[config.mk]
export PLATFORM = sky130hd
export DESIGN_NAME = pile_colonnes
export DESIGN_NICKNAME = d
export VERILOG_FILES = /design/src/rtl/pile_colonnes.sv
export SDC_FILE = /design/constraint.sdc
export NUM_CORES = 1
export LEC_CHECK = 0
export BUFFER_PORTS_ARGS = -buffer_cell sky130_fd_sc_hd__buf_2
export CAP_MARGIN = 20
export CORE_MARGIN = 2
export CORE_UTILIZATION = 39
export CTS_CLUSTER_DIAMETER = 200
export DETAILED_ROUTE_END_ITERATION = 16
export SYNTH_ARGS = -nofsm -noshare
export SYNTH_HDL_FRONTEND = slang
export SYNTH_SLANG_ARGS = --single-unit
[constraint.sdc]
create_clock -name clk -period 6.3 [get_ports clk]
set_input_delay 0 -clock clk [delete_from_list [all_inputs] [get_ports clk]]
set_output_delay 0 -clock clk [all_outputs]
set_load 0.02 [all_outputs]
[src/rtl/pile_colonnes.sv]
// Column-height keeper for Pesanteur: counts landed bricks, runs the timed row clear, scores, latches game over.
// All outputs registered (one-cycle latency from any strobe); no backpressure, strobes are consumed every cycle.
module pile_colonnes #(
    parameter int HAUTEUR_MAX  = 7,
    parameter int DUREE_EFFACE = 4
) (
    input  logic       clk,
    input  logic       reset,
    input  logic       pulse,
    input  logic       PlusGauche,
    input  logic       PlusCentre,
    input  logic       PlusDroite,
    input  logic       Aligne,
    output logic [2:0] hauteurGauche,
    output logic [2:0] hauteurCentre,
    output logic [2:0] hauteurDroite,
    output logic       Effacement,
    output logic       Pret,
    output logic       Perdu,
    output logic [7:0] Score
);

    typedef enum logic [1:0] {JEU, EFFACE, PERDU} etat_t;

    etat_t           etat_q, etat_d;
    logic [2:0][2:0] haut_q, haut_d;
    logic [2:0]      pend_q, pend_d;
    logic [3:0]      cnt_q, cnt_d;
    logic [7:0]      score_q, score_d;
    logic            pulse_q, pulse_d;
    logic            eff_q, eff_d;
    logic            pret_q, pret_d;
    logic            perdu_q, perdu_d;
    logic [2:0]      plus;
    logic            tick;
    logic            debord;
    logic            tous_pleins;

    assign plus = {PlusDroite, PlusCentre, PlusGauche};
    assign tick = pulse & ~pulse_q;

    always_comb begin
        etat_d      = etat_q;
        haut_d      = haut_q;
        pend_d      = pend_q;
        cnt_d       = cnt_q;
        score_d     = score_q;
        pulse_d     = pulse;
        debord      = 1'b0;
        tous_pleins = 1'b1;

        case (etat_q)
            JEU: begin
                for (int i = 0; i < 3; i++) begin
                    if (plus[i]) begin
                        if (haut_q[i] == 3'(HAUTEUR_MAX)) debord = 1'b1;
                        else                              haut_d[i] = haut_q[i] + 3'd1;
                    end
                    if (haut_d[i] == 3'd0) tous_pleins = 1'b0;
                end
                // Overflow wins over a same-cycle Aligne
                if (debord) begin
                    etat_d = PERDU;
                end else if (Aligne && tous_pleins) begin
                    etat_d = EFFACE;
                    cnt_d  = 4'(DUREE_EFFACE);
                    pend_d = 3'b000;
                end
            end
            EFFACE: begin
                pend_d = pend_q | plus;
                if (tick) begin
                    if (cnt_q == 4'd1) begin
                        // Every height is >=1 here, guaranteed by the entry check
                        for (int i = 0; i < 3; i++)
                            haut_d[i] = haut_q[i] - 3'd1 + {2'b00, pend_d[i]};
                        pend_d  = 3'b000;
                        cnt_d   = 4'd0;
                        score_d = (score_q == 8'hFF) ? score_q : score_q + 8'd1;
                        etat_d  = JEU;
                    end else begin
                        cnt_d = cnt_q - 4'd1;
                    end
                end
            end
            default: ;
        endcase

        eff_d   = (etat_d == EFFACE);
        pret_d  = (etat_d == JEU);
        perdu_d = (etat_d == PERDU);
    end

    always_ff @(posedge clk) begin
        if (reset) begin
            etat_q  <= JEU;
            haut_q  <= '0;
            pend_q  <= '0;
            cnt_q   <= '0;
            score_q <= '0;
            pulse_q <= 1'b0;
            eff_q   <= 1'b0;
            pret_q  <= 1'b1;
            perdu_q <= 1'b0;
        end else begin
            etat_q  <= etat_d;
            haut_q  <= haut_d;
            pend_q  <= pend_d;
            cnt_q   <= cnt_d;
            score_q <= score_d;
            pulse_q <= pulse_d;
            eff_q   <= eff_d;
            pret_q  <= pret_d;
            perdu_q <= perdu_d;
        end
    end

    assign hauteurGauche = haut_q[0];
    assign hauteurCentre = haut_q[1];
    assign hauteurDroite = haut_q[2];
    assign Effacement    = eff_q;
    assign Pret          = pret_q;
    assign Perdu         = perdu_q;
    assign Score         = score_q;

endmodule

### Yosys cells after proc, flatten, opt, wreduce, memory -nomap -nowiden

Index checks and enable logic that the tools add are counted.

| word-level totals | value |
|---|---|
| bits in registers | 30 |
| input bits | 7 |
| output and inout port bits | 20 |
| word-level logic and storage cells | 87 |

| cells by class | value |
|---|---|
| add/sub/neg operators | 11 |
| equal/unequal tests | 12 |
| mux-type cells | 38 |
| bitwise logic cells | 4 |
| reduce and logical (&&, ||, !) cells | 11 |

Operators by type and width:

| cell | number |
|---|---|
| $mux W3 | 13 |
| $mux W9 | 2 |
| $pmux W9 S2 | 1 |
| $mux W4 | 4 |
| $mux W1 | 11 |
| $add A3 B1 Y3 | 3 |
| $add A3 B1 Y3 const B | 3 |
| $eq A3 B3 Y1 const B | 3 |
| $logic_not A3 Y1 | 3 |
| $sub A3 B1 Y3 const B | 3 |
| $add A8 B1 Y8 const B | 1 |
| $eq A8 B8 Y1 const B | 1 |
| $mux W2 | 4 |
| $ne A2 B2 Y1 const B | 4 |
| $pmux W4 S2 | 1 |
| $reduce_and A4 Y1 | 2 |
| $pmux W3 S2 | 1 |
| $reduce_and A3 Y1 | 2 |
| $eq A2 B1 Y1 const B | 2 |
| $eq A4 B1 Y1 const B | 1 |
| $logic_not A2 Y1 | 2 |
| $pmux W2 S2 | 1 |
| $sub A4 B1 Y4 const B | 1 |
| $or A3 B3 Y3 | 1 |
| 5 further kinds | 6 |

### Logic depth before layout (Yosys ltp)

| logic depth | value |
|---|---|
| word-level depth | 14 |
| mapped depth | 6 |
| depth with buffers taken out | 6 |

### Worst setup path after synthesis

Ideal clock, no wire load.

| timing | value |
|---|---|
| path kind | register -> register |
| start | register haut_q (netlist bit hauteurDroite[0]) |
| end | register pend_q[0] |
| setup time | 116 ps |
| arrival | 2239 ps |
| data required time | 6184 ps |
| path slack | 3945 ps |
| cell stages (with the launch flop) | 7 |
| path buffers | 1 |
| clock period less this slack | 2355 ps |
| cells stage by stage | dfxtp_1 ha_1 and3_1 or4b_1 or4_1 buf_2 a41o_1 |

| between the ends | value |
|---|---|
| cells in the longest elaborated chain, start to end | 10 |
| elaborated cells between the ends (all ways) | 15 |
| those cells by class | add/sub: 1; eq/ne: 3; mux: 8; reduce/logical: 3 |

Ends and longest elaborated chain:

| what | RTL line | source |
|---|---|---|
| start: declaration | 26 | `logic [2:0][2:0] haut_q, haut_d;` |
| start signal: assignment | 107 | `haut_q <= haut_d;` |
| $add A3 B1 Y3 or $eq A3 B3 Y1 (tied branches) | 57, 56 |  |
| $mux W3 | 56 | `if (haut_q[i] == 3'(HAUTEUR_MAX)) debord = 1'b1;` |
| $mux W3 | 55 | `if (plus[i]) begin` |
| $mux W3 | 52 | `case (etat_q)` |
| $logic_not A3 Y1 | 59 | `if (haut_d[i] == 3'd0) tous_pleins = 1'b0;` |
| $mux W1 | 59 |  |
| $mux W1 | 52 |  |
| $logic_and A1 B1 Y1 | 64 | `end else if (Aligne && tous_pleins) begin` |
| $ne A2 B2 Y1 (no line) | n/a |  |
| $reduce_and A3 Y1 (no line) * | n/a |  |
| end signal: assignment | 108 | `pend_q <= pend_d;` |
| end: declaration | 27 | `logic [2:0] pend_q, pend_d;` |

Mark *: on every way between the ends. The rest lies on a longest branch, timed or not. The select of a mux whose other input is x is not followed.
A chain may end at the register's enable or synchronous reset.

### Final worst setup path

| timing | value |
|---|---|
| start | register etat_q[0] |
| end | register score_q[5], in the netlist Score[5] |

| between the ends | value |
|---|---|
| cells in the longest elaborated chain, start to end | 2 |

Ends and longest elaborated chain:

| what | RTL line | source |
|---|---|---|
| start: declaration | 25 | `etat_t etat_q, etat_d;` |
| start signal: assignment | 106 | `etat_q <= etat_d;` |
| $eq A2 B1 Y1 | 52 |  |
| $reduce_and A4 Y1 (no line) | n/a |  |
| end signal: assignment | 110 | `score_q <= score_d;` |
| end: declaration | 29 | `logic [7:0] score_q, score_d;` |

No other way between the ends.

==> results by group <==
Timing
  • Final Hold Viols: 0
  • RSZ-0062 raised after global routing: false
  • Period minus WS final: 2670 ps
  • Post-Route Skew: ~7.9 ps
  • Final period util: a little over two fifths
  • TNS Setup: 0 ps
  • Slew HR: approximately two fifths
  • Slew Limit Fails: 0
  • Final setup viols: 0
  • Worst Tran Pin Value: approximately 920 ps
  • Fmax: about 0.37 GHz

Worst setup path
  • Reg2reg end: Score[5]
  • CP Class: register to register
  • RR Startpoint: etat_q[0]
  • Reg2Reg Depth: 4
  • CP Capture Type: register
  • CP Cell Sequence: nor2b_1 > nand3_1 > or4_1 > a21oi_1
  • CP Max Fanout: 20
  • CP max-delay cell: dfxtp_1
  • Critical Path Max Stage Delay: about 760 ps
  • CP Launch Type: register
  • Req. time, crit path: about 6500 ps
  • Slack of the worst reg-to-reg path: 3630 ps
  • Critical path arrival: slightly below 3000 ps

Clock tree
  • CTS max path bufs: 2
  • Clock buffer count from CTS: 5
  • Clk Latency, worst-skew pair: approximately 290 ps
  • Root buffer cell: clkbuf_8
  • CTS sink count: 30
  • CTS tree: yes
  • H-tree depth: 2
  • CTS-repair resized insts: 0
  • Reg clk slew, reported paths: 70 ps

Routing
  • Via count: roughly 1.7k
  • Vias/cell: roughly 6
  • Post-route DRC: 0
  • Initial DRC count: between 100 and 150
  • Post-Route WL: ~4400 um
  • Routed length per placed instance: 15.3 um
  • Post-DRT Antenna Nets: 0
  • DRT Pass-1 Iters: 4

Logic synthesis
  • Compound-gate portion of the synthesized area: a little over a fifth
  • Sequential area share after synthesis: between 30 and 40%
  • FF+latch count, synth: 30
  • Syn nets: 229
  • Post-synth top area cell: dfxtp_1
  • Syn avg cell area: around 8.5 um^2
  • Yosys warns: 0
  • Synth Area in Simple Gates: about a quarter
  • Multiplexer share of the synthesized area: 4.72%
  • Area contributors post-synth: dfxtp_1, ha_1, a21oi_1
  • Cells after synthesis: 210
  • Distinct cells, synth: 41
  • Post-synth top area share: between 30% and 40%
  • Main combinational cell family by area after synthesis: simple AND/OR/NAND/NOR gates
  • Post-Synth XOR/XNOR Area: 0%
  • Adder-cell area share of the yosys netlist: ~8.5%
  • Cell area after synthesis: about 1800 um^2

Global route
  • Largest net degree at the start of global routing: 28
  • Grt ovf: 0
  • Initial antenna violation count: 0
  • Vias in the first global route: ~1.5k
  • First-pass GRT wire length: between 7000 and 8000 um
  • All-layer global routing usage: 18.2%

Min path
  • WHS Endpoint: Score[4]
  • Hold Path Cell Cnt: 2
  • Worst Hold Class: input pin to register
  • Worst Hold Launch: reset

Cells and area
  • Nets@finish: between 200 and 300
  • Most common library cell in the layout ignoring fill and taps: dfxtp_1
  • Fraction of layout cells with a size suffix above 1: between 15 and 20%
  • Most frequent cells in the layout: dfxtp_1, buf_2, nor2_1, nand2_1, a21oi_1
  • Filler Cell Count: between 400 and 500
  • Fin cells: ~290
  • P&R area growth vs syn: 14.1%
  • Final Cell Area: 2030 um^2
  • Diode count: 0

Status
  • Status: completed

Job
  • Max_cap viols: 0

Power and ir drop
  • Leak: ~0.86 nW
  • P_int: 0.421 mW
  • Switching share of total power: 39.9%
  • Pwr dens: roughly 350 nW/um^2
  • Seq pwr share: around 39%
  • Comb pwr share: 37.0%
  • Switching power: ~0.28 mW
  • Clock network power share: 23.9%
  • VDD IR-drop max: around 240 uV

Die
  • IO Pins: 27
  • Die area: a little over 5000 um^2
  • Die width: 71.5 um
  • Initial core utilization: approximately two fifths
  • Row cnt: 24
  • Die Span Y: about 70 um
  • Core area: between 4000 and 5000 um^2

Place
  • Placed Instances: about 280
  • Dpl hpwl: about 2900 um
  • PortBufs: 26
  • Gpl congestion: about 0.8
  • Area after DPL: 1920 um^2
==> cells in the mapped netlist <==
cell type and n:
clkinv_1 1, o221a_2 3, nand2_1 15, o211ai_1 1
a21boi_0 4, a41o_1 4, buf_2 1, a221oi_1 3
clkbuf_1 8, or3_1 6, nor3_1 7, inv_1 12
or4b_1 1, nor4_1 5, nand3_1 8, dfxtp_1 30
o21ai_0 6, mux2_2 3, o22ai_1 4, and2_1 1
a32oi_1 3, o31ai_1 4, buf_6 1, and4_1 2
nand4_1 2, a31o_1 1, o41ai_1 1, or4bb_1 3
a21oi_1 15, a31oi_1 1, mux2i_1 5, nand3b_1 1
nand4bb_1 1, a211oi_1 5, nor2b_1 3, or4_1 6
nor3b_2 1, buf_1 1, nor2_1 15, ha_1 12
and3_1 4
==> through the flow <==
step	power, mW	util, %	hold WS, ps	setup slack (ps)
6_report	0.700	46.2	184	3630
3_3_place_gp	0.533	43.8	248	3780
5_1_grt	0.755	46.2	193	3360
3_5_place_dp	0.534	43.8	257	3710
4_1_cts	0.704	46.2	180	3680
2_1_floorplan	0.465	-	128	3950
==> cell type report <==
type / count / area, um^2 / area share (%)
Multi-Input combinational cell: 156 / 1080 / 53.1
Sequential cell: 30 / 601 / 29.6
Timing Repair Buffer: 27 / 140 / 6.92
Clock buffer: 6 / 82.6 / 4.08
Tap cell: 52 / 65.1 / 3.21
Inverter: 13 / 48.8 / 2.41
Clock inverter: 2 / 12.5 / 0.618
==> worst max-delay path, delay by kind of cell (launching register included) <==
family           cells  cell delay (ps)
AND/OR/NAND/NOR      3             1680
flip-flops           1              760
AO/OA/AOI/OAI        1              150
==> logic make-up after synthesis <==
kind of cell	Yosys count
muxes	8
and+or+nand+nor	81
buffers and inverters	24
adders and majority gates	12
AOI/OAI and AO/OA	55
DFF	30
==> power groups by stage <==
stage          sequential [mW]  combinational, mW  clock (mW)
2_1_floorplan            0.291              0.173           0
3_3_place_gp             0.278              0.255           0
3_5_place_dp             0.278              0.256           0
4_1_cts                  0.274              0.259       0.172
5_1_grt                  0.283              0.291       0.182
6_report                 0.274              0.259       0.167
==> registers in the layout (all words and copies together) (netlist names) <==
register / cells
pulse_q: 1
Pret: 1
pend_q: 3
hauteurDroite: 3
Effacement: 1
etat_q: 2
hauteurGauche: 3
Score: 8
hauteurCentre: 3
Perdu: 1
cnt_q: 4
==> worst max-delay path by stage <==
stage	startpoint	end	slack, ps	cells after the start
global placement	etat_q[0]	Score[7]	3780	4
detailed placement	etat_q[0]	Score[3]	3710	4
CTS	etat_q[0]	Score[3]	3680	4
finish	etat_q[0]	Score[5]	3630	4
global route	etat_q[0]	Score[7]	3360	4
floorplan	hauteurDroite[0]	pend_q[0]	3950	6
==> routing by layer <==
| metal | vias to the layer above | wire length (um) | global-route usage (%) |
|---|---|---|---|
| li1 | 848 | - | - |
| met1 | 799 | 2050 | 24.2 |
| met2 | 44 | 2010 | 27.8 |
| met3 | 7 | 245 | 5.77 |
| met4 | 0 | 62 | 6.71 |
| met5 | - | 0 | 0 |
==> what timing repair did <==
item | in CTS | in global routing
hold endpoints to repair | 1 | 0
setup buffers | 0 | 0
hold buffers | 1 | 0
Note: power is estimated with default switching activity, not from simulation.
